`src/rtl/c17_lane_pipe.sv`:
```
// Multi-lane c17 evaluator behind a two-stage valid/ready pipeline.
// Define C17_BIST_EN to add the LFSR/MISR self-test engine and its ports.
module c17_lane_pipe #(
   parameter int LANES    = 4,
   parameter int BIST_LEN = 256
) (
   input  logic               clk,
   input  logic               rst,
   input  logic               in_valid,
   output logic               in_ready,
   input  logic [5*LANES-1:0] in_data,
   output logic               out_valid,
   input  logic               out_ready,
   output logic [2*LANES-1:0] out_data
`ifdef C17_BIST_EN
   ,
   input  logic               bist_start,
   output logic               bist_busy,
   output logic               bist_done,
   output logic [15:0]        bist_sig
`endif
);

   if (LANES < 1 || LANES > 16 || BIST_LEN < 2 || BIST_LEN > 65535) begin : g_bad_param
      $error("c17_lane_pipe: LANES or BIST_LEN out of range");
   end

   logic               r_s1_valid;
   logic [LANES-1:0]   r_s1_w1;
   logic [LANES-1:0]   r_s1_w2;
   logic [LANES-1:0]   r_s1_w4;
   logic [LANES-1:0]   r_s1_w5;
   logic               r_s2_valid;
   logic [2*LANES-1:0] r_s2_data;

   logic               w_bist_act;
   logic               w_go;
   logic               w_s1_in_valid;
   logic [5*LANES-1:0] w_s1_in_data;
   logic               w_s2_load;
   logic               w_s1_load;
   logic [LANES-1:0]   w_n1;
   logic [LANES-1:0]   w_n2;
   logic [LANES-1:0]   w_n4;
   logic [LANES-1:0]   w_n5;
   logic [2*LANES-1:0] w_g;

   // A BIST run forces the consumer side ready so the pipe never stalls.
   assign w_s2_load = !r_s2_valid || out_ready || w_bist_act;
   assign w_s1_load = !r_s1_valid || w_s2_load;
   assign in_ready  = w_s1_load && !w_bist_act && !w_go;
   assign out_valid = r_s2_valid && !w_bist_act;
   assign out_data  = r_s2_data;

   always_comb begin
      w_n1 = '0;
      w_n2 = '0;
      w_n4 = '0;
      w_n5 = '0;
      w_g  = '0;
      for (int k = 0; k < LANES; k++) begin
         w_n1[k]     = w_s1_in_data[5*k+4] & w_s1_in_data[5*k+1];
         w_n2[k]     = w_s1_in_data[5*k+4] & w_s1_in_data[5*k];
         w_n4[k]     = w_s1_in_data[5*k+3] & ~w_n1[k];
         w_n5[k]     = ~(w_s1_in_data[5*k+3] | w_s1_in_data[5*k+2]);
         w_g[2*k]    = r_s1_w2[k] | r_s1_w4[k];
         w_g[2*k+1]  = ~(r_s1_w5[k] | r_s1_w1[k]);
      end
   end

   always_ff @(posedge clk or posedge rst) begin
      if (rst) begin
         r_s1_valid <= 1'b0;
         r_s1_w1    <= '0;
         r_s1_w2    <= '0;
         r_s1_w4    <= '0;
         r_s1_w5    <= '0;
         r_s2_valid <= 1'b0;
         r_s2_data  <= '0;
      end else begin
         if (w_s1_load) begin
            r_s1_valid <= w_s1_in_valid;
            if (w_s1_in_valid) begin
               r_s1_w1 <= w_n1;
               r_s1_w2 <= w_n2;
               r_s1_w4 <= w_n4;
               r_s1_w5 <= w_n5;
            end
         end
         if (w_s2_load) begin
            r_s2_valid <= r_s1_valid;
            if (r_s1_valid) r_s2_data <= w_g;
         end
      end
   end

`ifdef C17_BIST_EN
   // state  | meaning
   // IDLE   | normal streaming; waits for bist_start with an empty pipe
   // RUN    | injects one LFSR pattern per cycle, BIST_LEN in total
   // DRAIN  | no injection; last beats flow through into the MISR
   // DONE   | signature final, bist_done raised; returns to IDLE
   typedef enum logic [1:0] {ST_IDLE, ST_RUN, ST_DRAIN, ST_DONE} bist_state_t;

   localparam int          NCHUNK = (2*LANES + 15) / 16;
   localparam logic [15:0] LEN_M1 = 16'(BIST_LEN - 1);
   localparam logic [15:0] SEED   = 16'hACE1;

   bist_state_t         r_state;
   logic [15:0]         r_lfsr;
   logic [15:0]         r_misr;
   logic [15:0]         r_cnt;
   logic                r_busy;
   logic                r_done;
   logic [5*LANES-1:0]  w_pat;
   logic [16*NCHUNK-1:0] w_ext;
   logic [15:0]         w_fold;
   logic [15:0]         w_lfsr_nxt;
   logic [15:0]         w_misr_nxt;

   assign w_bist_act    = (r_state == ST_RUN) || (r_state == ST_DRAIN);
   assign w_go          = (r_state == ST_IDLE) && bist_start && !r_s1_valid && !r_s2_valid;
   assign w_s1_in_valid = (r_state == ST_RUN) || (in_valid && in_ready);
   assign w_s1_in_data  = (r_state == ST_RUN) ? w_pat : in_data;

   always_comb begin
      w_pat = '0;
      for (int k = 0; k < LANES; k++)
         for (int i = 0; i < 5; i++)
            w_pat[5*k+i] = r_lfsr[(5*k+i) % 16];
      w_ext = '0;
      w_ext[2*LANES-1:0] = r_s2_data;
      w_fold = '0;
      for (int c = 0; c < NCHUNK; c++)
         w_fold = w_fold ^ w_ext[16*c +: 16];
   end

   assign w_lfsr_nxt = {r_lfsr[14:0], r_lfsr[15] ^ r_lfsr[13] ^ r_lfsr[12] ^ r_lfsr[10]};
   assign w_misr_nxt = {r_misr[14:0], r_misr[15] ^ r_misr[13] ^ r_misr[12] ^ r_misr[10]} ^ w_fold;

   always_ff @(posedge clk or posedge rst) begin
      if (rst) begin
         r_state <= ST_IDLE;
         r_lfsr  <= SEED;
         r_misr  <= '0;
         r_cnt   <= '0;
         r_busy  <= 1'b0;
         r_done  <= 1'b0;
      end else begin
         case (r_state)
            ST_IDLE: begin
               if (w_go) begin
                  r_state <= ST_RUN;
                  r_lfsr  <= SEED;
                  r_misr  <= '0;
                  r_cnt   <= LEN_M1;
                  r_busy  <= 1'b1;
                  r_done  <= 1'b0;
               end
            end
            ST_RUN: begin
               r_lfsr <= w_lfsr_nxt;
               if (r_s2_valid) r_misr <= w_misr_nxt;
               if (r_cnt == 16'd0) r_state <= ST_DRAIN;
               else                r_cnt   <= r_cnt - 16'd1;
            end
            ST_DRAIN: begin
               if (r_s2_valid) r_misr <= w_misr_nxt;
               // Stage 2 empties on this edge once stage 1 has nothing left.
               if (!r_s1_valid) begin
                  r_state <= ST_DONE;
                  r_busy  <= 1'b0;
                  r_done  <= 1'b1;
               end
            end
            default: r_state <= ST_IDLE;
         endcase
      end
   end

   assign bist_busy = r_busy;
   assign bist_done = r_done;
   assign bist_sig  = r_misr;
`else
   assign w_bist_act    = 1'b0;
   assign w_go          = 1'b0;
   assign w_s1_in_valid = in_valid && in_ready;
   assign w_s1_in_data  = in_data;
`endif

endmodule

```
`config.mk`:
```
export PLATFORM = sky130hd
export DESIGN_NAME = c17_lane_pipe
export DESIGN_NICKNAME = d
export VERILOG_FILES = /design/src/rtl/c17_lane_pipe.sv
export SDC_FILE = /design/constraint.sdc
export NUM_CORES = 1
export LEC_CHECK = 0
export BUFFER_PORTS_ARGS = -buffer_cell sky130_fd_sc_hd__buf_4
export CORE_MARGIN = 2
export CORE_UTILIZATION = 45
export CTS_CLUSTER_SIZE = 16
export DETAILED_ROUTE_END_ITERATION = 10
export PLACE_DENSITY = 0.82
export RECOVER_POWER = 100
export SLEW_MARGIN = 20
export SYNTH_ARGS = -nofsm -noshare
export SYNTH_HDL_FRONTEND = slang
export SYNTH_SLANG_ARGS = --single-unit
```
`constraint.sdc`:
```
create_clock -name clk -period 1.2 [get_ports clk]
set_clock_uncertainty 0.1 [all_clocks]
set_input_delay 0.12 -clock clk [delete_from_list [all_inputs] [get_ports clk]]
set_output_delay 0.12 -clock clk [all_outputs]
set_load 0.1 [all_outputs]
```
==> key figures <==
Cells and area
  • Final layout net count: 191
  • Area of the multi-input gates: 563 um2
  • Storage cell area: 656 um2
  • Design area: 2050 um2
  • Area Overhead vs Synth: 78.2%
  • Layout cell share with drive strength beyond 1: 0.542
  • Antenna diode count: 0
  • Fill cells: 121
  • Post-layout util: 0.835

Power
  • Total Power: 3.19 mW
  • PD cells: 1560 nW/um2
  • Peak VDD IR: 0.00111 V
  • Leak Pwr: 0.970 nW

STA
  • Final Slew Violations: 0
  • Worst Tran Pin Value: 0.640 ns
  • Final Hold Viols: 0
  • Period minus WS final: 1.45 ns
  • Fmax: 689 MHz
  • Setup TNS: -3.37 ns
  • Hold_ws: 0.0307 ns
  • Tcrit/Tclk final: 1.21
  • Worst slew margin: 0.574
  • RSZ-0062 raised after global routing: true
  • Setup slack after layout: -0.252 ns
  • Count of final setup violators: 27

Floorplanning
  • Ports: 34
  • Rows: 18
  • Core footprint: 2450 um2
  • Initial Utilization: 0.468
  • Die footprint: 2980 um2
  • Die Height: 54.6 um
  • Die X: 54.6 um

Synth
  • Post-synth top area cell: dfrtp_1
  • Share of the synthesized area in the top cell type: 0.566
  • Post-synth EDFFs: 0
  • Post-synthesis register bit count: 26
  • Syn Std Cell Area: 1150 um2
  • Post-Synthesis Cells: 95
  • Seq/Total Area, Yosys: 0.566
  • Prevailing post-synth register cell: dfrtp_1
  • Post-synth top cells: 26 x dfrtp_1, 12 x nor2_1, 8 x a21oi_1, 8 x nand3_1, 8 x o2bb2ai_1
  • Unique masters post-synth: 20
  • Most common cell in the netlist: dfrtp_1
  • Asr flop ratio synth: 1.00
  • Most area-consuming cells after synthesis: dfrtp_1 57%, o2bb2ai_1 6.1%, mux2_4 5.2%, mux2_2 3.9%, nor2_1 3.9%
  • Synthesis warning total: 0
  • Average footprint of a synthesized cell: 12.1 um2
  • Post-synthesis net count: 119

Global route
  • Largest net degree at the start of global routing: 27
  • Initial antenna violation count: 0
  • First-pass GRT wire length: 4690 um
  • Vias in the first global route: 1055
  • Global Route Usage Sum: 0.231
  • Overflow after GRT: 0

Run status
  • Status: complete, but fails checks
  • Failing checks: setup timing

CTS
  • Clock Sinks: 26
  • H-tree depth: 1
  • CTS buffer count: 3
  • TritonCTS clock tree: done
  • Clk_lat worst skew: 0.33 ns
  • CTS max path bufs: 2
  • Root buffer cell: clkbuf_4
  • Clock-pin slew on the worst setup and hold paths: 0.15 ns

Route
  • WL per Instance: 17.0 um
  • Met2 wire len: 1940 um
  • Drt total wl: 3340 um
  • Met1 WL: 1200 um
  • Max Used Layer: met4
  • Post-route ant nets: 0
  • Met3 wire length: 93 um
  • TritonRoute pass-1 iters: 4
  • DRC viols: 0
  • DR vias/cell: 5.07
  • Vias: 993
  • DRT iter0 DRCs: 17

Worst setup path
  • Worst Setup Start Kind: register
  • Reg-to-reg slack, setup: -0.21 ns
  • Reg2Reg Capture Point: out_data[2]
  • Reg2reg start: out_valid
  • Critical Path Start: out_valid
  • Max FO, Critical Path: 3
  • Setup CP Type: reg2out
  • CP arrival: 1.23 ns
  • Endpoint class of the critical path: primary output
  • Reg2Reg Depth: 7
  • WP data required: 0.98 ns
  • Critical Path End: in_ready

Flow run
  • Max cap viols: 0

Worst hold path
  • Hold Crit Class: in2reg

Placement
  • Dpl cell area: 1510 um2
  • Gpl congestion: 0.728
  • # port buffers: 33
  • Hpwl dp: 1900 um
layout make-up:
class                   instances  area share
repair buffers                 71       0.350
multi-input cells              58       0.275
flip-flops and latches         26       0.320
clock buffers                   4      0.0177
inverters                       7      0.0189
well taps                      30      0.0183
placed cells by master, fill, tap and decap left out, types with 6 or more instances in the layout:
cell           count
buf_6              6
o2bb2ai_2          6
dlygate4sd3_1     17
buf_4             35
a21oi_2            6
buf_12             8
nor2_1            12
nand3_1            8
mux2_4             8
dfrtp_1           24
metrics by stage:
stage | cells | worst slack [ns]
after floorplan | 95 | -0.535
after global placement | 164 | -0.128
after detailed placement | 164 | -0.159
after CTS | 188 | -0.249
after global routing | 196 | -0.304
final | 196 | -0.252
layer usage:
layer / GRT usage / up-vias
li1: - / 461
met1: 0.261 / 490
met2: 0.424 / 31
met3: 0.0355 / 11
met4: 0.104 / 0
met5: 0 / -
how the worst min path moves through the flow:
stage          startpoint           to  slack (ns)  depth (start not counted)
2_1_floorplan         rst  out_data[0]        0.06                          1
5_1_grt        in_data[7]   r_s1_w5[1]        0.04                          3
3_3_place_gp          rst  out_data[4]        0.09                          3
6_report       in_data[7]   r_s1_w5[1]        0.03                          3
3_5_place_dp          rst  out_data[5]        0.11                          3
4_1_cts        in_data[5]   r_s1_w2[1]       0.003                          3
registers in the layout (all words and copies together), names as in the netlist:
register and count:
out_data 8, out_valid 1, r_s1_valid 1, r_s1_w1 4, r_s1_w2 4, r_s1_w4 4, r_s1_w5 4
logic make-up after synthesis:
logic type             share of synthesized area
AOI/OAI and AO/OA                         0.0958
muxes                                      0.126
buffers and inverters                     0.0620
DFF                                        0.566
and+or+nand+nor                            0.150
power by group:
group | internal, mW | switching (mW)
combinational | 0.671 | 0.888
clock | 0.186 | 0.271
sequential | 1.02 | 0.152
worst max-delay path: stages (launching register included):
cell and delay (ns):
dfrtp_4 0.51, nand2b_4 0.12, nor2_8 0.06, inv_12 0.06, buf_12 0.16
timing repair:
| item | in CTS | in global routing |
|---|---|---|
| gates resized for setup | 30 | 23 |
| endpoints found under the hold margin | 38 | 1 |
| hold buffers | 16 | 1 |
| pin swaps | 6 | 4 |
| buffers inserted | 4 | 8 |
| setup endpoints to repair | 33 | 34 |
Power figures use the tool's default switching activity.
